$ cat src/rtl/mdu_pkg.sv
// Shared encodings for the HI/LO multiply/divide unit.
// Optional early-out for multiplies: MDU_EARLY_OUT_EN.
package mdu_pkg;

  localparam logic [1:0] KIND_MULT  = 2'b00;
  localparam logic [1:0] KIND_MULTU = 2'b01;
  localparam logic [1:0] KIND_DIV   = 2'b10;
  localparam logic [1:0] KIND_DIVU  = 2'b11;

  typedef enum logic [1:0] {
    IDLE,
    RUN,
    FIX
  } state_e;

  localparam logic [5:0] FN_MFHI  = 6'h10;
  localparam logic [5:0] FN_MTHI  = 6'h11;
  localparam logic [5:0] FN_MFLO  = 6'h12;
  localparam logic [5:0] FN_MTLO  = 6'h13;
  localparam logic [5:0] FN_MULT  = 6'h18;
  localparam logic [5:0] FN_MULTU = 6'h19;
  localparam logic [5:0] FN_DIV   = 6'h1A;
  localparam logic [5:0] FN_DIVU  = 6'h1B;

endpackage

$ cat src/rtl/mdu_iter_core.sv
// One shift-add (multiply) or restoring-divide step per cycle.
// acc holds the high half / partial remainder, mq the low half / quotient.
module mdu_iter_core #(
  parameter int WIDTH = 32
) (
  input  logic             clock,
  input  logic             reset,
  input  logic             load,
  input  logic             step,
  input  logic             is_div,
  input  logic [WIDTH-1:0] a_in,
  input  logic [WIDTH-1:0] b_in,
  output logic [WIDTH-1:0] acc,
  output logic [WIDTH-1:0] mq
);

  logic [WIDTH-1:0] acc_q, acc_d;
  logic [WIDTH-1:0] mq_q, mq_d;
  logic [WIDTH-1:0] b_q, b_d;
  logic [WIDTH:0]   sum;
  logic [WIDTH:0]   sh;
  logic [WIDTH-1:0] dif;
  logic             ge;

  always_comb begin
    sum   = {1'b0, acc_q} + (mq_q[0] ? {1'b0, b_q} : '0);
    sh    = {acc_q, mq_q[WIDTH-1]};
    dif   = sh[WIDTH-1:0] - b_q;
    ge    = sh >= {1'b0, b_q};
    acc_d = acc_q;
    mq_d  = mq_q;
    b_d   = b_q;
    if (load) begin
      acc_d = '0;
      mq_d  = a_in;
      b_d   = b_in;
    end else if (step) begin
      if (is_div) begin
        // remainder < divisor, so the modular difference is exact
        acc_d = ge ? dif : sh[WIDTH-1:0];
        mq_d  = {mq_q[WIDTH-2:0], ge};
      end else begin
        acc_d = sum[WIDTH:1];
        mq_d  = {sum[0], mq_q[WIDTH-1:1]};
      end
    end
  end

  always_ff @(posedge clock or posedge reset) begin
    if (reset) begin
      acc_q <= '0;
      mq_q  <= '0;
      b_q   <= '0;
    end else begin
      acc_q <= acc_d;
      mq_q  <= mq_d;
      b_q   <= b_d;
    end
  end

  assign acc = acc_q;
  assign mq  = mq_q;

endmodule

$ cat src/rtl/mdu_sequencer.sv
// Multi-cycle MULT/DIV sequencer owning HI/LO and the ID stall.
// MDU_EARLY_OUT_EN lets multiplies finish once the multiplier runs out.
module mdu_sequencer
  import mdu_pkg::*;
#(
  parameter int WIDTH = 32,
  parameter int CNT_W = 6
) (
  input  logic             clock,
  input  logic             reset,
  input  logic             start,
  input  logic [1:0]       kind,
  input  logic [WIDTH-1:0] rs_val,
  input  logic [WIDTH-1:0] rt_val,
  input  logic             read_hilo,
  input  logic             write_hilo,
  input  logic             wr_sel,
  input  logic [WIDTH-1:0] wr_data,
  input  logic             flush,
  output logic             stall_out,
  output logic             busy,
  output logic             done,
  output logic [WIDTH-1:0] hi,
  output logic [WIDTH-1:0] lo
);

  localparam logic [CNT_W-1:0] LAST = CNT_W'(WIDTH - 1);

  state_e           state_q, state_d;
  logic [CNT_W-1:0] cnt_q, cnt_d;
  logic [WIDTH-1:0] hi_q, hi_d, lo_q, lo_d;
  logic [WIDTH-1:0] dvd_q, dvd_d;
  logic             done_q, done_d;
  logic             neg_q, neg_d, rneg_q, rneg_d;
  logic             div_q, div_d, dz_q, dz_d;

  logic             load, step;
  logic             rs_neg, rt_neg;
  logic [WIDTH-1:0] rs_mag, rt_mag;
  logic [WIDTH-1:0] acc, mq;
  logic [2*WIDTH-1:0] prod_raw, prod_fix;
  logic [WIDTH-1:0] quo, rem;
  logic             rest_zero;

  always_comb begin
    rs_neg = ~kind[0] & rs_val[WIDTH-1];
    rt_neg = ~kind[0] & rt_val[WIDTH-1];
    rs_mag = rs_neg ? -rs_val : rs_val;
    rt_mag = rt_neg ? -rt_val : rt_val;
  end

  mdu_iter_core #(.WIDTH(WIDTH)) u_core (
    .clock  (clock),
    .reset  (reset),
    .load   (load),
    .step   (step),
    .is_div (load ? kind[1] : div_q),
    .a_in   (kind[1] ? rs_mag : rt_mag),
    .b_in   (kind[1] ? rt_mag : rs_mag),
    .acc    (acc),
    .mq     (mq)
  );

  always_comb begin
    prod_raw  = {acc, mq};
    rest_zero = 1'b0;
`ifdef MDU_EARLY_OUT_EN
    // cnt_q steps done; realign the product for the skipped shifts
    prod_raw  = {acc, mq} >> (WIDTH - int'(cnt_q));
    rest_zero = ((mq >> 1) & ({WIDTH{1'b1}} >> (cnt_q + 1'b1))) == '0;
`endif
    prod_fix = neg_q ? -prod_raw : prod_raw;
    quo      = neg_q ? -mq : mq;
    rem      = rneg_q ? -acc : acc;
  end

  always_comb begin
    state_d = state_q;
    cnt_d   = cnt_q;
    hi_d    = hi_q;
    lo_d    = lo_q;
    done_d  = 1'b0;
    neg_d   = neg_q;
    rneg_d  = rneg_q;
    div_d   = div_q;
    dz_d    = dz_q;
    dvd_d   = dvd_q;
    load    = 1'b0;
    step    = 1'b0;
    unique case (state_q)
      IDLE: begin
        if (start) begin
          if (!flush) begin
            load    = 1'b1;
            cnt_d   = '0;
            neg_d   = rs_neg ^ rt_neg;
            rneg_d  = rs_neg;
            div_d   = kind[1];
            dz_d    = kind[1] & (rt_val == '0);
            dvd_d   = rs_val;
            state_d = RUN;
`ifdef MDU_EARLY_OUT_EN
            if (!kind[1] && rt_mag == '0) state_d = FIX;
`endif
          end
        end else if (write_hilo) begin
          if (wr_sel) hi_d = wr_data;
          else lo_d = wr_data;
        end
      end
      RUN: begin
        if (flush) begin
          state_d = IDLE;
        end else begin
          step  = 1'b1;
          cnt_d = cnt_q + 1'b1;
          if (cnt_q == LAST) state_d = FIX;
          if (!div_q && rest_zero) state_d = FIX;
        end
      end
      FIX: begin
        state_d = IDLE;
        if (!flush) begin
          done_d = 1'b1;
          if (!div_q) begin
            hi_d = prod_fix[2*WIDTH-1:WIDTH];
            lo_d = prod_fix[WIDTH-1:0];
          end else if (dz_q) begin
            hi_d = dvd_q;
            lo_d = '1;
          end else begin
            hi_d = rem;
            lo_d = quo;
          end
        end
      end
      default: state_d = IDLE;
    endcase
  end

  always_ff @(posedge clock or posedge reset) begin
    if (reset) begin
      state_q <= IDLE;
      cnt_q   <= '0;
      hi_q    <= '0;
      lo_q    <= '0;
      done_q  <= 1'b0;
      neg_q   <= 1'b0;
      rneg_q  <= 1'b0;
      div_q   <= 1'b0;
      dz_q    <= 1'b0;
      dvd_q   <= '0;
    end else begin
      state_q <= state_d;
      cnt_q   <= cnt_d;
      hi_q    <= hi_d;
      lo_q    <= lo_d;
      done_q  <= done_d;
      neg_q   <= neg_d;
      rneg_q  <= rneg_d;
      div_q   <= div_d;
      dz_q    <= dz_d;
      dvd_q   <= dvd_d;
    end
  end

  assign busy      = state_q != IDLE;
  assign stall_out = busy & (read_hilo | start | write_hilo);
  assign done      = done_q;
  assign hi        = hi_q;
  assign lo        = lo_q;

endmodule

$ cat config.mk
export PLATFORM = sky130hd
export DESIGN_NAME = mdu_sequencer
export DESIGN_NICKNAME = d
export VERILOG_FILES = /design/src/rtl/mdu_pkg.sv /design/src/rtl/mdu_iter_core.sv /design/src/rtl/mdu_sequencer.sv
export SDC_FILE = /design/constraint.sdc
export NUM_CORES = 1
export LEC_CHECK = 0
export BUFFER_PORTS_ARGS = -buffer_cell sky130_fd_sc_hd__buf_2
export CAP_MARGIN = 20
export CORE_UTILIZATION = 66
export DETAILED_ROUTE_END_ITERATION = 12
export PLACE_DENSITY_LB_ADDON = 0.15
export SLEW_MARGIN = 20
export SYNTH_ARGS = -nofsm -noshare
export SYNTH_HDL_FRONTEND = slang
export SYNTH_SLANG_ARGS = --single-unit
$ cat constraint.sdc
create_clock -name clock -period 11.1 [get_ports clock]
set_input_delay 0.555 -clock clock [delete_from_list [all_inputs] [get_ports clock]]
set_output_delay 0.555 -clock clock [all_outputs]
set_load 0.01 [all_outputs]
# After elaboration in Yosys (flattened, before gate mapping)
# Cells that the tools add are included.
# totals
reg_bits,205
out_inout_bits,67
wordCells,98
# op_classes
reduce_logical,11
add_sub_neg,8
muxes,44
n_eq_ne,12
order_cmp,1
bitwise_logic,9
# op_table
op,count
32-bit two-way mux,26
32-bit negation,4
32-bit case mux with 2 select lines,2
64-bit two-way mux,1
64-bit negation,1
32-bit by 33-bit adder with 33-bit output,1
33-bit by 32-bit greater-or-equal comparator with 1-bit output,1
32-bit logical NOT,1
32-bit subtractor,1
6-bit two-way mux,3
2-bit inequality test (second input constant),8
6-bit case mux with 2 select lines,1
5-bit AND reduction,2
2-bit two-way mux,4
2-bit nonzero test,4
6-bit by 1-bit adder with 6-bit output (second input constant),1
6-bit by 5-bit equality test with 1-bit output (second input constant),1
1-bit two-way mux,6
3-bit AND reduction,2
1-bit bitwise AND,4
2-bit case mux with 2 select lines,1
4-bit AND reduction,1
3-bit inequality test (second input constant),1
2-bit by 1-bit equality test with 1-bit output (second input constant),1
5 further kinds,7

# Logic depth before layout (Yosys ltp)
# depth
word_depth,7
depth_mapped,15
depth_no_buf,14

# Modules after synthesis
# A second synthesis with hierarchy kept.
# hier_totals
hier_cells,2308
area_unflattened_um2,18033.5
# by_module_without_submodules
mod,instances,cells_per_inst,area_per_inst_um2
mdu_sequencer,1,1271,9694.3
mdu_iter_core,1,1037,8339.2

# Worst setup path after synthesis
# No wires, ideal clock.
# synth_timing
path_type,flip-flop to flip-flop
from,"register u_core.mq_q[0], in the netlist u_core.mq[0]"
to,"register u_core.acc_q[30], in the netlist u_core.acc[30]"
path_stages_with_launch,16
arrival_time_ns,3.353
path_slack_ns,7.626
required_ns,10.979
period_less_slack_ns,3.474
setup_time_ns,0.121
n_path_buf,2
path_cell_list,dfrtp_1 inv_1 clkbuf_1 nor2_1 ha_1 clkbuf_1 a21oi_1 o211ai_1 a221oi_1 o21ai_0 a21oi_1 o21ai_0 a221o_1 xnor2_1 a21oi_1 a22o_1
# synth_between
elab_chain_cells,5
# synth_lines
item,line_no,text
"start, declared",mdu_iter_core.sv:18,"logic [WIDTH-1:0] mq_q, mq_d;"
"start signal, assigned",mdu_iter_core.sv:56,mq_q <= mq_d;
32-bit two-way mux,mdu_iter_core.sv:26,"sum = {1'b0, acc_q} + (mq_q[0] ? {1'b0, b_q} : '0);"
32-bit by 33-bit adder with 33-bit output,mdu_iter_core.sv:26,
32-bit two-way mux,mdu_iter_core.sv:38,if (is_div) begin
32-bit two-way mux,mdu_iter_core.sv:37,end else if (step) begin
32-bit two-way mux,mdu_iter_core.sv:33,if (load) begin
"end signal, assigned",mdu_iter_core.sv:51,acc_q <= '0;
"end signal, assigned",mdu_iter_core.sv:55,acc_q <= acc_d;
"end, declared",mdu_iter_core.sv:17,"logic [WIDTH-1:0] acc_q, acc_d;"
# No other way between the ends. The select of a mux whose other input is x is not followed.
# A chain may end at the register's enable or synchronous reset.

# Final worst setup path
# Same ends and word-level chain as after synthesis.

==> flow_summary.rst <==
.. list-table::
   :header-rows: 1

   * - Metric
     - Value
   * - Cell taking the most area after synthesis
     - sky130_fd_sc_hd__dfrtp_1
   * - Clock root buffer
     - sky130_fd_sc_hd__clkbuf_16
   * - Worst endpoint required time
     - 11520 ps
   * - Critical setup path kind
     - reg -> reg
   * - Hold Fails Final Rpt
     - 0
   * - Die Wd
     - 162 microns
   * - Delay of the slowest cell on the worst path
     - 590 ps
   * - Overall die area
     - 26200 sq um
   * - Sequential-to-total area share from yosys stat
     - 0.304
   * - Largest family of logic cells by synthesized area
     - compound AO/OA/AOI/OAI gates
   * - Critical Path Start Type
     - flip-flop
   * - Post-placement setup slack
     - 6680 ps
   * - Via count of the routed design
     - 18.3k
   * - Average detailed-routed wire length per instance
     - 23.0 microns
   * - #FFs+latches synth
     - 205
   * - Number of global-route vias before repair
     - 16.5k
   * - Post-Syn Nets
     - 2436
   * - Top cell by count, worst path
     - sky130_fd_sc_hd__a21oi_1
   * - GRT Total Usage
     - 0.462
   * - Latest clock arrival within the worst-skew pair
     - 550 ps
   * - Fill cells
     - 2003
   * - Worst reg-to-reg setup slack
     - 6950 ps
   * - Kind of end point of the critical path
     - flip-flop
   * - Global-route wire length before repair
     - 93600 microns
   * - Transition at the pin with the smallest max-transition slack
     - 1190 ps
   * - Final wirelength
     - 61600 microns
   * - Family of cells with the greatest summed delay on the critical path
     - compound AO/OA/AOI/OAI gates
   * - I/O pins
     - 172
   * - Layout Cell Area excl Fill
     - 18700 sq um
   * - Number of buffers created by CTS
     - 24
   * - GRT Residual Overflow
     - 0
   * - Crit path cell chain
     - inv_1 > nor2_1 > ha_1 > a21oi_1 > o211ai_1 > a221oi_1 > o21ai_0 > buf_4 > a21oi_1 > o21ai_0 > a221o_1 > xnor2_1 > a21oi_1 > a22o_1
   * - Setup repair after global routing missed its margin
     - no
   * - Synth warnings
     - 0
   * - Achievable Freq
     - 241 MHz
   * - Layout Skew
     - 21.9 ps
   * - Yosys top cell area share
     - 0.304
   * - Top flip-flop cell by instance count after synthesis
     - sky130_fd_sc_hd__dfrtp_1
   * - TritonCTS clock tree
     - yes
   * - Number of synthesized flops with an enable pin
     - 0
   * - Starting utilization of the core area
     - 0.672
   * - Largest net degree at the start of global routing
     - 109
   * - Path class of the lowest-slack min-delay path
     - in -> async
   * - TNS Setup
     - 0 ps
   * - Synthesized area divided by synthesized cell count
     - 7.47 sq um
   * - # H-tree levels
     - 1
   * - Total number of clock tree sinks
     - 205
   * - Clock transition time at the flip-flop clock pins of the worst setup and hold paths
     - 60 ps
   * - Count of buffers inserted at the top-level ports
     - 171
   * - Buffer depth of the longest clock path
     - 3
   * - Cell at the slowest stage of the critical path
     - sky130_fd_sc_hd__a221oi_1
   * - Mux contribution to synthesized area
     - 0.0328
   * - Post-synthesis simple-gate area fraction
     - 0.211
   * - Synthesized netlist cell count
     - 2260
   * - Run status
     - completed
   * - Critical Path AT
     - 4580 ps
   * - Placer Congestion
     - 1.06
   * - Drc violations
     - 0
   * - Vertical die dimension
     - 162 microns
   * - Fin crit period
     - 4150 ps
   * - Max IR drop VDD
     - 0.174 mV
   * - Peak fanout along the critical path
     - 14
   * - Worst slew slack as a fraction of its limit
     - 0.199
   * - Share of flip-flops with an asynchronous set or reset
     - 1.00
   * - Area growth syn-to-layout
     - 10.5%
   * - Core area
     - 25100 sq um
   * - Top area cells in the synthesized netlist
     - sky130_fd_sc_hd__dfrtp_1 30%, sky130_fd_sc_hd__nand2_1 8.0%, sky130_fd_sc_hd__o21ai_0 7.3%, sky130_fd_sc_hd__a21oi_1 6.5%, sky130_fd_sc_hd__xnor2_1 5.4%
   * - First-pass iteration count of the detailed router
     - 7
   * - Max-capacitance violation count
     - 0
   * - Post-route setup slack
     - 6950 ps
   * - Instance area at placement
     - 17800 sq um
   * - Power density cells
     - 239 nW/um^2
   * - Mapped cell area
     - 16900 sq um
   * - Layout cell share with drive strength beyond 1
     - 0.112
   * - Vias per std cell
     - 6.83
   * - Number of nets in the final layout
     - 2509
   * - Post-DP HPWL
     - 45000 microns
   * - Cts repair resizes
     - 0
   * - Leakage power total
     - 8.46 nW
   * - Post-synthesis share of cell area spent on xor and xnor gates
     - 0.0882
   * - Total count of max-transition violations in the final report
     - 0
   * - Period utilisation layout
     - 0.374
   * - Starting DRC count in detailed routing
     - 3198
   * - Number of distinct library cell variants in the gate-level netlist after synthesis
     - 76
   * - Synth Area in Compound Gates
     - 0.262
   * - Post-CTS Repair Setup Buffers
     - 0
   * - Cell Rows
     - 58
   * - Number of buffers added to fix hold violations after cts
     - 0
   * - Setup violation total in the final timing report
     - 0
   * - Buf+Inv Stages, Crit Path
     - 2
   * - Adder and majority cell fraction of the synthesized area
     - 0.0535
   * - Antenna violation net count after detailed routing
     - 0
   * - Initial antenna violation count
     - 3
routing by layer:
metal | vias to the layer above | GRT usage | share of wire
met4 | 4 | 0.216 | 0.056
li1 | 8155 | - | -
met3 | 260 | 0.111 | 0.13
met1 | 8550 | 0.623 | 0.38
met5 | - | 0 | 0.00049
met2 | 1335 | 0.699 | 0.43
kinds of logic after synthesis:
| family | Yosys count |
|---|---|
| AND/OR/NAND/NOR | 800 |
| AO/OA/AOI/OAI | 740 |
| buffers and inverters | 219 |
| flip-flops | 205 |
| XOR/XNOR | 170 |
| adder cells (fa/ha/maj) | 71 |
| multiplexers | 55 |
cell usage in the layout (no fill, tap or decap), types with 14 or more instances in the layout:
cell type,Yosys,final
sky130_fd_sc_hd__ha_1,69,69
sky130_fd_sc_hd__xor2_1,66,66
sky130_fd_sc_hd__nand4_1,16,16
sky130_fd_sc_hd__dfrtp_1,205,204
sky130_fd_sc_hd__or4_1,14,14
sky130_fd_sc_hd__o31ai_1,32,32
sky130_fd_sc_hd__o211ai_1,29,29
sky130_fd_sc_hd__and3_1,14,14
sky130_fd_sc_hd__o21ai_0,246,246
sky130_fd_sc_hd__nand3_1,36,36
sky130_fd_sc_hd__or3_1,14,14
sky130_fd_sc_hd__buf_2,2,170
sky130_fd_sc_hd__nand2b_1,20,20
sky130_fd_sc_hd__a31oi_1,19,19
sky130_fd_sc_hd__nor4_1,15,15
sky130_fd_sc_hd__inv_1,69,68
sky130_fd_sc_hd__nor3_1,35,35
sky130_fd_sc_hd__clkbuf_16,0,24
sky130_fd_sc_hd__buf_4,0,24
sky130_fd_sc_hd__a21oi_1,220,218
sky130_fd_sc_hd__xnor2_1,104,104
sky130_fd_sc_hd__mux2i_1,52,52
sky130_fd_sc_hd__a211oi_1,35,35
sky130_fd_sc_hd__a21o_1,27,27
sky130_fd_sc_hd__nand2_1,358,358
sky130_fd_sc_hd__nor2_1,219,219
sky130_fd_sc_hd__o22ai_1,36,36
sky130_fd_sc_hd__nor2b_1,15,14
Yosys cell counts (35+ instances only):
cell type	n
sky130_fd_sc_hd__inv_1	69
sky130_fd_sc_hd__mux2i_1	52
sky130_fd_sc_hd__xnor2_1	104
sky130_fd_sc_hd__nor3_1	35
sky130_fd_sc_hd__o21ai_0	246
sky130_fd_sc_hd__ha_1	69
sky130_fd_sc_hd__xor2_1	66
sky130_fd_sc_hd__nor2_1	219
sky130_fd_sc_hd__a211oi_1	35
sky130_fd_sc_hd__o22ai_1	36
sky130_fd_sc_hd__dfrtp_1	205
sky130_fd_sc_hd__nand2_1	358
sky130_fd_sc_hd__a21oi_1	220
sky130_fd_sc_hd__clkbuf_1	124
sky130_fd_sc_hd__nand3_1	36
registers in the layout (all words and copies together) (netlist names):
register and flops:
dz_q 1, done 1, rneg_q 1, u_core.acc 32
neg_q 1, u_core.mq 32, cnt_q 6, div_q 1
state_q 2, lo 32, hi 32, dvd_q 32
u_core.b_q 32
path summary, 6_finish.rpt:
kind / cells after the start / end / startpoint
min in group clock: 3 / dvd_q[18] / rs_val[18]
worst min register to register: 2 / lo[14] / lo[14]
worst max-delay path: 14 / u_core.acc[30] / u_core.mq[0]
worst min-delay path: 2 / u_core.acc[28] / reset
max in group asynchronous: 4 / u_core.b_q[13] / reset
worst max register to register: 14 / u_core.acc[30] / u_core.mq[0]
per-stage QoR:
stage	power, W	instances	hold WS (ps)	utilization
after floorplan	0.00283	2260	440	-
final	0.00445	2681	36.7	0.743
after global routing	0.00467	2681	91.9	0.743
after global placement	0.00344	2636	456	0.709
after CTS	0.00434	2679	77.8	0.742
after detailed placement	0.00350	2636	465	0.709
area by class of cell:
cell class / count / area [sq um] / share of cell area
Multi-Input combinational cell: 1836 / 11000 / 0.587
Sequential cell: 205 / 5130 / 0.275
Clock buffer: 29 / 659 / 0.0354
Tap cell: 330 / 413 / 0.0221
Clock inverter: 14 / 170 / 0.00912
Antenna cell: 1 / 2.50 / 0.000134
Inverter: 71 / 274 / 0.0147
Timing Repair Buffer: 195 / 1050 / 0.0561
power by group:
group / internal [W] / leakage (nW) / switching, W
Sequential: 0.000933 / 2.59 / 0.000341
Clock: 0.000477 / 0.395 / 0.000352
Combinational: 0.000908 / 5.48 / 0.00144
Total: 0.00232 / 8.46 / 0.00213
No activity file was read; power rests on OpenSTA's default activity.
